==> src/rtl/riscv_pkg.sv <==
// riscv_pkg: shared front-end constants and the fetch buffer entry type
package riscv_pkg;
   localparam int xlen = 32;
   localparam logic [31:0] nop_instr = 32'h0000_0013;
   localparam logic [31:0] instr_step = 32'd4;
   typedef struct packed {
      logic [31:0] pc;
      logic [31:0] instr;
   } fetch_entry_t;
endpackage

==> src/rtl/fetch_fifo.sv <==
// fetch_fifo: synchronous circular buffer of fetched {pc, instr} entries with flush
module fetch_fifo
   import riscv_pkg::*;
#(
   parameter int depth = 2
) (
   input  logic                    clk,
   input  logic                    rst,
   input  logic                    push,
   input  logic                    pop,
   input  logic                    flush,
   input  fetch_entry_t            din,
   output fetch_entry_t            head,
   output logic                    full,
   output logic                    empty,
   output logic [$clog2(depth):0]  count
);
   localparam int aw = $clog2(depth);
   localparam logic [aw:0] full_cnt = (aw + 1)'(depth);
   fetch_entry_t mem [depth];
   logic [aw-1:0] wr_ptr, rd_ptr;
   assign head  = mem[rd_ptr];
   assign full  = count == full_cnt;
   assign empty = count == '0;
   // Pointers wrap naturally since depth is a power of two; a full push with a pop reuses the head slot.
   always_ff @(posedge clk) begin
      if (rst || flush) begin
         wr_ptr <= '0;
         rd_ptr <= '0;
         count  <= '0;
      end else begin
         if (push) begin
            mem[wr_ptr] <= din;
            wr_ptr      <= wr_ptr + 1'b1;
         end
         if (pop) rd_ptr <= rd_ptr + 1'b1;
         count <= (push && !pop) ? count + 1'b1 : (!push && pop) ? count - 1'b1 : count;
      end
   end
endmodule

==> src/rtl/fetch_unit.sv <==
// fetch_unit: owns the PC, fetches from instruction memory into a decoupling buffer, presents entries to decode
module fetch_unit
   import riscv_pkg::*;
#(
   parameter logic [31:0] reset_pc  = 32'h0000_0000,
   parameter int          buf_depth = 2
) (
   input  logic        clk,
   input  logic        rst,
   output logic [31:0] imem_addr,
   input  logic [31:0] imem_instr,
   input  logic        redirect_valid,
   input  logic [31:0] redirect_target,
   input  logic        halt,
   output logic        out_valid,
   input  logic        out_ready,
   output logic [31:0] out_pc,
   output logic [31:0] out_instr,
   output logic [31:0] fetch_count
);
   localparam int cw = $clog2(buf_depth) + 1;
   localparam logic [cw-1:0] fill_max = cw'(buf_depth);
   logic [31:0]   pc;
   logic          push, pop, full, empty;
   logic [cw-1:0] fill;
   fetch_entry_t  head;
   assign imem_addr = pc;
   fetch_fifo #(.depth(buf_depth)) u_fifo (
      .clk   (clk),
      .rst   (rst),
      .push  (push),
      .pop   (pop),
      .flush (redirect_valid),
      .din   ('{pc: pc, instr: imem_instr}),
      .head  (head),
      .full  (full),
      .empty (empty),
      .count (fill)
   );
   // A redirect hides the stale head so nothing is consumed while the buffer is flushed.
   always_comb begin
      out_valid = !empty && !redirect_valid;
      pop       = out_valid && out_ready;
      push      = !rst && !redirect_valid && !halt && (fill < fill_max || pop);
      out_pc    = empty ? '0 : head.pc;
      out_instr = empty ? nop_instr : head.instr;
   end
   // PC and fetch counter advance only on an accepted push; redirects reload the word-aligned target.
   always_ff @(posedge clk) begin
      if (rst) begin
         pc          <= reset_pc;
         fetch_count <= '0;
      end else if (redirect_valid) begin
         pc <= {redirect_target[31:2], 2'b00};
      end else if (push) begin
         pc          <= pc + instr_step;
         fetch_count <= fetch_count + 32'd1;
      end
   end
   // The full flag and the fill count must always agree.
   always @(posedge clk) begin
      if (!rst) assert (full == (fill == fill_max));
   end
endmodule
==> config.mk <==
export PLATFORM = sky130hd
export DESIGN_NAME = fetch_unit
export DESIGN_NICKNAME = d
export VERILOG_FILES = /design/src/rtl/riscv_pkg.sv /design/src/rtl/fetch_fifo.sv /design/src/rtl/fetch_unit.sv
export SDC_FILE = /design/constraint.sdc
export NUM_CORES = 1
export LEC_CHECK = 0
export ABC_CLOCK_PERIOD_IN_PS = 8900
export CAP_MARGIN = 25
export CORE_MARGIN = 3
export CORE_UTILIZATION = 60
export DETAILED_ROUTE_END_ITERATION = 12
export DONT_BUFFER_PORTS = 1
export PLACE_DENSITY_LB_ADDON = 0.3
export SKIP_LAST_GASP = 1
export SYNTH_ARGS = -nofsm -noshare
export SYNTH_HDL_FRONTEND = slang
export SYNTH_SLANG_ARGS = --single-unit
==> constraint.sdc <==
create_clock -name clk -period 8.9 [get_ports clk]
set_clock_uncertainty 0.1 [all_clocks]
set_input_delay 1.335 -clock clk [delete_from_list [all_inputs] [get_ports clk]]
set_output_delay 1.335 -clock clk [all_outputs]
set_load 0.01 [all_outputs]
; ---- Yosys cells after proc, flatten, opt, wreduce, memory -nomap -nowiden
; Memory sizes are Yosys's and may differ from the RTL's. A register that Yosys moved wholly into a read port is not among the register bits.
; Cells that the tools add are included.
[word_totals]
regBits = 68
ramBits = 128
in_bits = 69
elab_cells = 46
n_memories = 1
[classes]
addsub = 6
n_lt_le_gt_ge = 1
muxes = 11
n_bitwise = 1
reduce_logical = 20
[memory_table]
columns = memory, words, word_bits, rd, rd_ports_with_merged_regs, wr, line_no
row1 = u_fifo.mem, 2, 64, 1, 1, 1, fetch_fifo.sv:20  ; fetch_entry_t mem [depth];
[op_table]
columns = cell, n
row1 = 2-to-1 mux 32 bit, 4
row2 = adder 32 x 1 -> 32 bit (second input constant), 1
row3 = adder 32 x 3 -> 32 bit (second input constant), 1
row4 = logical AND 1 bit, 7
row5 = zero test 1 bit, 6
row6 = 2-to-1 mux 1 bit, 5
row7 = 2-to-1 mux 2 bit, 2
row8 = nonzero test 2 bit, 2
row9 = adder 1 bit (second input constant), 2
row10 = adder 2 x 1 -> 2 bit (second input constant), 1
row11 = zero test 2 bit, 1
row12 = logical OR 1 bit, 2
row13 = < comparator 2 bit (second input constant), 1
row14 = AND reduction 2 bit, 1
row15 = OR reduction 2 bit, 1
row16 = subtractor 2 x 1 -> 2 bit (second input constant), 1
row17 = NOT 1 bit, 1

; ---- Logic depth before layout (Yosys ltp)
[depth]
ltp_word = 10
depth_mapped = 11
mapped_depth_nobuf = 7

; ---- Cells and area by module
; From an unflattened synthesis, not the netlist that was laid out.
[unflattened]
hier_cells = 702
hier_area_um2 = 8579.5
[by_module_without_submodules]
columns = module, instances, cells_each, area_per_inst_um2, seq_area_each_um2
row1 = fetch_fifo, 1, 223, 4859.7, 3943.8
row2 = fetch_unit, 1, 479, 3719.8, 1241.2

; ---- Worst setup path before layout
; No wires, ideal clock.
[synth_path]
path_type = input -> register
start = input port rst
end = memory u_fifo.mem[0][0] in the netlist's numbering (enable)
arrival_time_ns = 4.923
path_slack_ns = 3.395
path_stages = 6
cell_sequence = buf_6 -> or2_0 -> buf_2 -> or3_1 -> clkbuf_1 -> nor2_1
[synth_between]
elab_chain_len = 7
[synth_lines]
columns = element, line_no
row1 = "start, declared", fetch_unit.sv:9  ; input logic rst,
row2 = zero test 1 bit, -
row3 = logical AND 1 bit (3 in series), fetch_unit.sv:44  ; push = !rst && !redirect_valid && !halt && (fill < fill_max || pop);
row4 = 2-to-1 mux 1 bit, fetch_fifo.sv:32  ; if (push) begin
row5 = 2-to-1 mux 1 bit (*), fetch_fifo.sv:27  ; if (rst || flush) begin
row6 = 2-to-1 mux 1 bit (not written as such) (*), fetch_fifo.sv:33  ; mem[wr_ptr] <= din;
row7 = "end, declared", fetch_fifo.sv:20
; Every way passes the cells marked *; elsewhere a longest branch is shown, timed or not.

; ---- Worst setup path after layout
[layout_path]
start = input port redirect_valid
end = memory u_fifo.mem[1][53] in the netlist's numbering (enable)
[layout_between]
elab_chain_len = 8
[layout_lines]
columns = element, line_no
row1 = "start, declared", fetch_unit.sv:12  ; input logic redirect_valid,
row2 = zero test 1 bit, "fetch_unit.sv:42, fetch_unit.sv:44"
row3 = logical AND 1 bit, fetch_unit.sv:42  ; out_valid = !empty && !redirect_valid;
row4 = logical AND 1 bit, fetch_unit.sv:43  ; pop = out_valid && out_ready;
row5 = logical OR 1 bit, fetch_unit.sv:44
row6 = logical AND 1 bit, fetch_unit.sv:44
row7 = 2-to-1 mux 1 bit, fetch_fifo.sv:32
row8 = 2-to-1 mux 1 bit (*), fetch_fifo.sv:27
row9 = 2-to-1 mux 1 bit (not written as such) (*), fetch_fifo.sv:33
; Marked as above.

==> reports/qor.yml <==
timing:
  rsz0062_at_grt: "false"
  setup-violations-final: 0
  hold_viol_final: 0
  maxSlewViolCount: 0
  tightest_slew_ns: 0.9600
  tns_ns: 0
  min_period_ns: 3.966
  slew_headroom: 0.3577
  post-route-period-util: 0.4456
  fmax_mhz: 252.1
global_routing:
  overflow: 0
  grt_pass1_wl_mm: 26.00
  antenna_found_initial: 0
  grt_max_degree: 65
  grt_pass1_vias: 4893
  track_usage: 0.2292
drt:
  drt-vias-per-instance: 6.001
  drt_iter0_drc: 413
  drc: 0
  detailedRoute.firstPassIterationCount: 5
  drtAntennaViolNets: 0
  finalWirelength_mm: 16.84
  vias: 5053
  routedWlPerCell_um: 19.99
clocking:
  clock_latency_ns: 0.42
  cts_tree: "done"
  cts_hold_buffers: 0
  clk_pin_slew_worst_paths_ns: 0.06
  root_buffer: "clkbuf_16"
  cts_setup_buffers: 0
  numCtsBuffers: 17
  htree_levels: 4
  cts.sinks: 191
  clk_path_buf_depth: 2
  cts_resized: 0
critical_path:
  worstSetupPathType: "input pin to flop"
  r2r-start: "u_fifo.count[1]$_SDFFE_PP0P_"
  regToRegSetupSlack_ns: 5.48
  end_kind: "flop"
  worstPathMaxFanout: 45
  reg2regPathDepth: 5
  r2r_end: "u_fifo.mem[1][53]$_DFFE_PP_"
  start_kind: "input pin"
  cp.required_ns: 8.86
  cp_data_arrival_time_ns: 3.92
floorplanning:
  core_region_area_um2: 12820
  rows: 41
  num_io_pins: 198
  die_width_um: 121.4
  die_h_um: 121.4
  initial_core_util: 0.6232
  die_area_um2: 14740
logic_synthesis:
  yosys-top-cells-area: "edfxtp_1 47%, dfxtp_1 17%, mux2i_1 7.8%"
  avgSynthCellArea_um2: 11.95
  synth_cells: 669
  synth-edff-count: 124
  yosysTopAreaCell: "edfxtp_1"
  synthFlopType: "edfxtp_1"
  synth_top_area_frac: 0.4659
  ys_types: 41
  ys_async_sr_fraction: 0
  syn_area_um2: 7993
  yosysSeqAreaShare: 0.6337
  yosysWarnings: 0
  ys_seq_elements: 191
worst_hold_path:
  hold_path.class: "flop to flop"
  holdPathStages: 2
  min_from: "u_fifo.rd_ptr$_SDFFE_PP0P_"
place:
  port_buffers: 0
  dp_hpwl_mm: 11.42
  gp_congestion: 0.8209
  dp.cells: 808
status:
  status: "finished, final reports clean"
layout:
  synthToLayoutAreaGrowth_pct: 9.189
  fin_cells: 842
  drive_gt1_frac: 0.06577
  fill_cells: 935
  fin_nets: 728
pwr:
  p_leak_nw: 2.734
  ir_worst_vdd_mv: 0.09635
  p_per_area_nw_per_um2: 204.7
job:
  maxCapViolCount: 0
-- routing by layer --
metal / track usage / wire [um]
met1: 0.2745 / 6454
met2: 0.3731 / 8382
met3: 0.1035 / 1800
met4: 0.07003 / 197
met5: 0 / 0
-- cell type report --
| class | instances | area (um2) | share of cell area |
|---|---|---|---|
| clock inverter | 14 | 142.6 | 0.01634 |
| antenna | 1 | 2.502 | 0.0002867 |
| timing repair buffer | 7 | 92.59 | 0.01061 |
| tap | 172 | 215.2 | 0.02466 |
| clock buffer | 18 | 429.2 | 0.04918 |
| inverter | 6 | 22.52 | 0.002581 |
| sequential | 191 | 5069 | 0.5808 |
| multi-input combinational | 433 | 2754 | 0.3156 |
-- sequential cells by signal, summed over array words and instances, names as in the netlist, named ones only --
signal,flops
u_fifo.wr_ptr,1
u_fifo.rd_ptr,1
imem_addr,30
u_fifo.mem,124
u_fifo.count,2
fetch_count,32
-- cell usage in the layout, fill, tap and decap left out, types with 3 or more instances in the layout --
cell / instances
edfxtp_1: 124
nor2_1: 106
dfxtp_1: 66
mux2i_1: 62
xor2_1: 38
nand2_1: 29
nand3_1: 26
nand4_1: 26
a21oi_1: 24
clkbuf_16: 17
o21ai_0: 15
a211oi_1: 14
or3_1: 12
xnor2_1: 9
and3_1: 8
and2_1: 7
inv_1: 6
o22ai_1: 6
and4_1: 5
nor3b_1: 5
nor3_1: 5
buf_4: 5
conb_1: 4
clkinvlp_4: 4
nor4_1: 3
nand4b_1: 3
a31oi_1: 3
ha_1: 3
-- cell families (layout without fill, tap and decap cells) --
logic type,Yosys count,in the layout,synth area share
compound gates,68,68,0.05072
xor+xnor,47,47,0.05150
fa+ha+maj,3,3,0.004697
buf+inv,48,45,0.02599
flops,191,191,0.6337
mux,62,62,0.07765
other cells,1,5,0.0004692
simple gates,249,249,0.1553
-- critical path, stage by stage --
cell    delay, ns
or2_0        0.39
or3_1        0.63
inv_1        0.42
and2_2       0.52
buf_4        0.58
-- Yosys cell counts, types with 9 or more instances --
cell type and count:
nand2_1 29, nor2_1 108, xor2_1 38, xnor2_1 9
clkbuf_1 33, nand4_1 26, o21ai_0 15, nand3_1 26
dfxtp_1 67, a211oi_1 14, a21oi_1 24, edfxtp_1 124
mux2i_1 62, or3_1 12
-- worst max path at each step --
stage,to,slack [ns],startpoint
2_1_floorplan,u_fifo.mem[0][0]$_DFFE_PP_,3.39,rst
3_3_place_gp,u_fifo.mem[1][53]$_DFFE_PP_,4.54,redirect_valid
3_5_place_dp,u_fifo.mem[1][53]$_DFFE_PP_,4.44,redirect_valid
4_1_cts,u_fifo.mem[1][58]$_DFFE_PP_,4.90,redirect_valid
5_1_grt,u_fifo.mem[1][8]$_DFFE_PP_,4.75,redirect_valid
6_report,u_fifo.mem[1][53]$_DFFE_PP_,4.93,redirect_valid
-- where the power goes --
| group | internal, mW | switching (mW) |
|---|---|---|
| Clock | 0.413 | 0.316 |
| Combinational | 0.0233 | 0.0399 |
| Sequential | 0.966 | 0.0277 |
-- per-stage QoR --
stage | area, um2 | total power [mW] | hold slack [ns] | setup slack [ns] | util
final | 8727 | 1.786 | 0.4178 | 4.934 | 0.6805
after global routing | 8725 | 1.843 | 0.4694 | 4.748 | 0.6803
after floorplan | 8004 | 1.062 | 0.3725 | 3.395 | -
after detailed placement | 8125 | 1.077 | 0.4001 | 4.440 | 0.6336
after CTS | 8697 | 1.798 | 0.4212 | 4.903 | 0.6781
after global placement | 8090 | 1.072 | 0.3870 | 4.541 | 0.6308
Power figures use the tool's default switching activity.
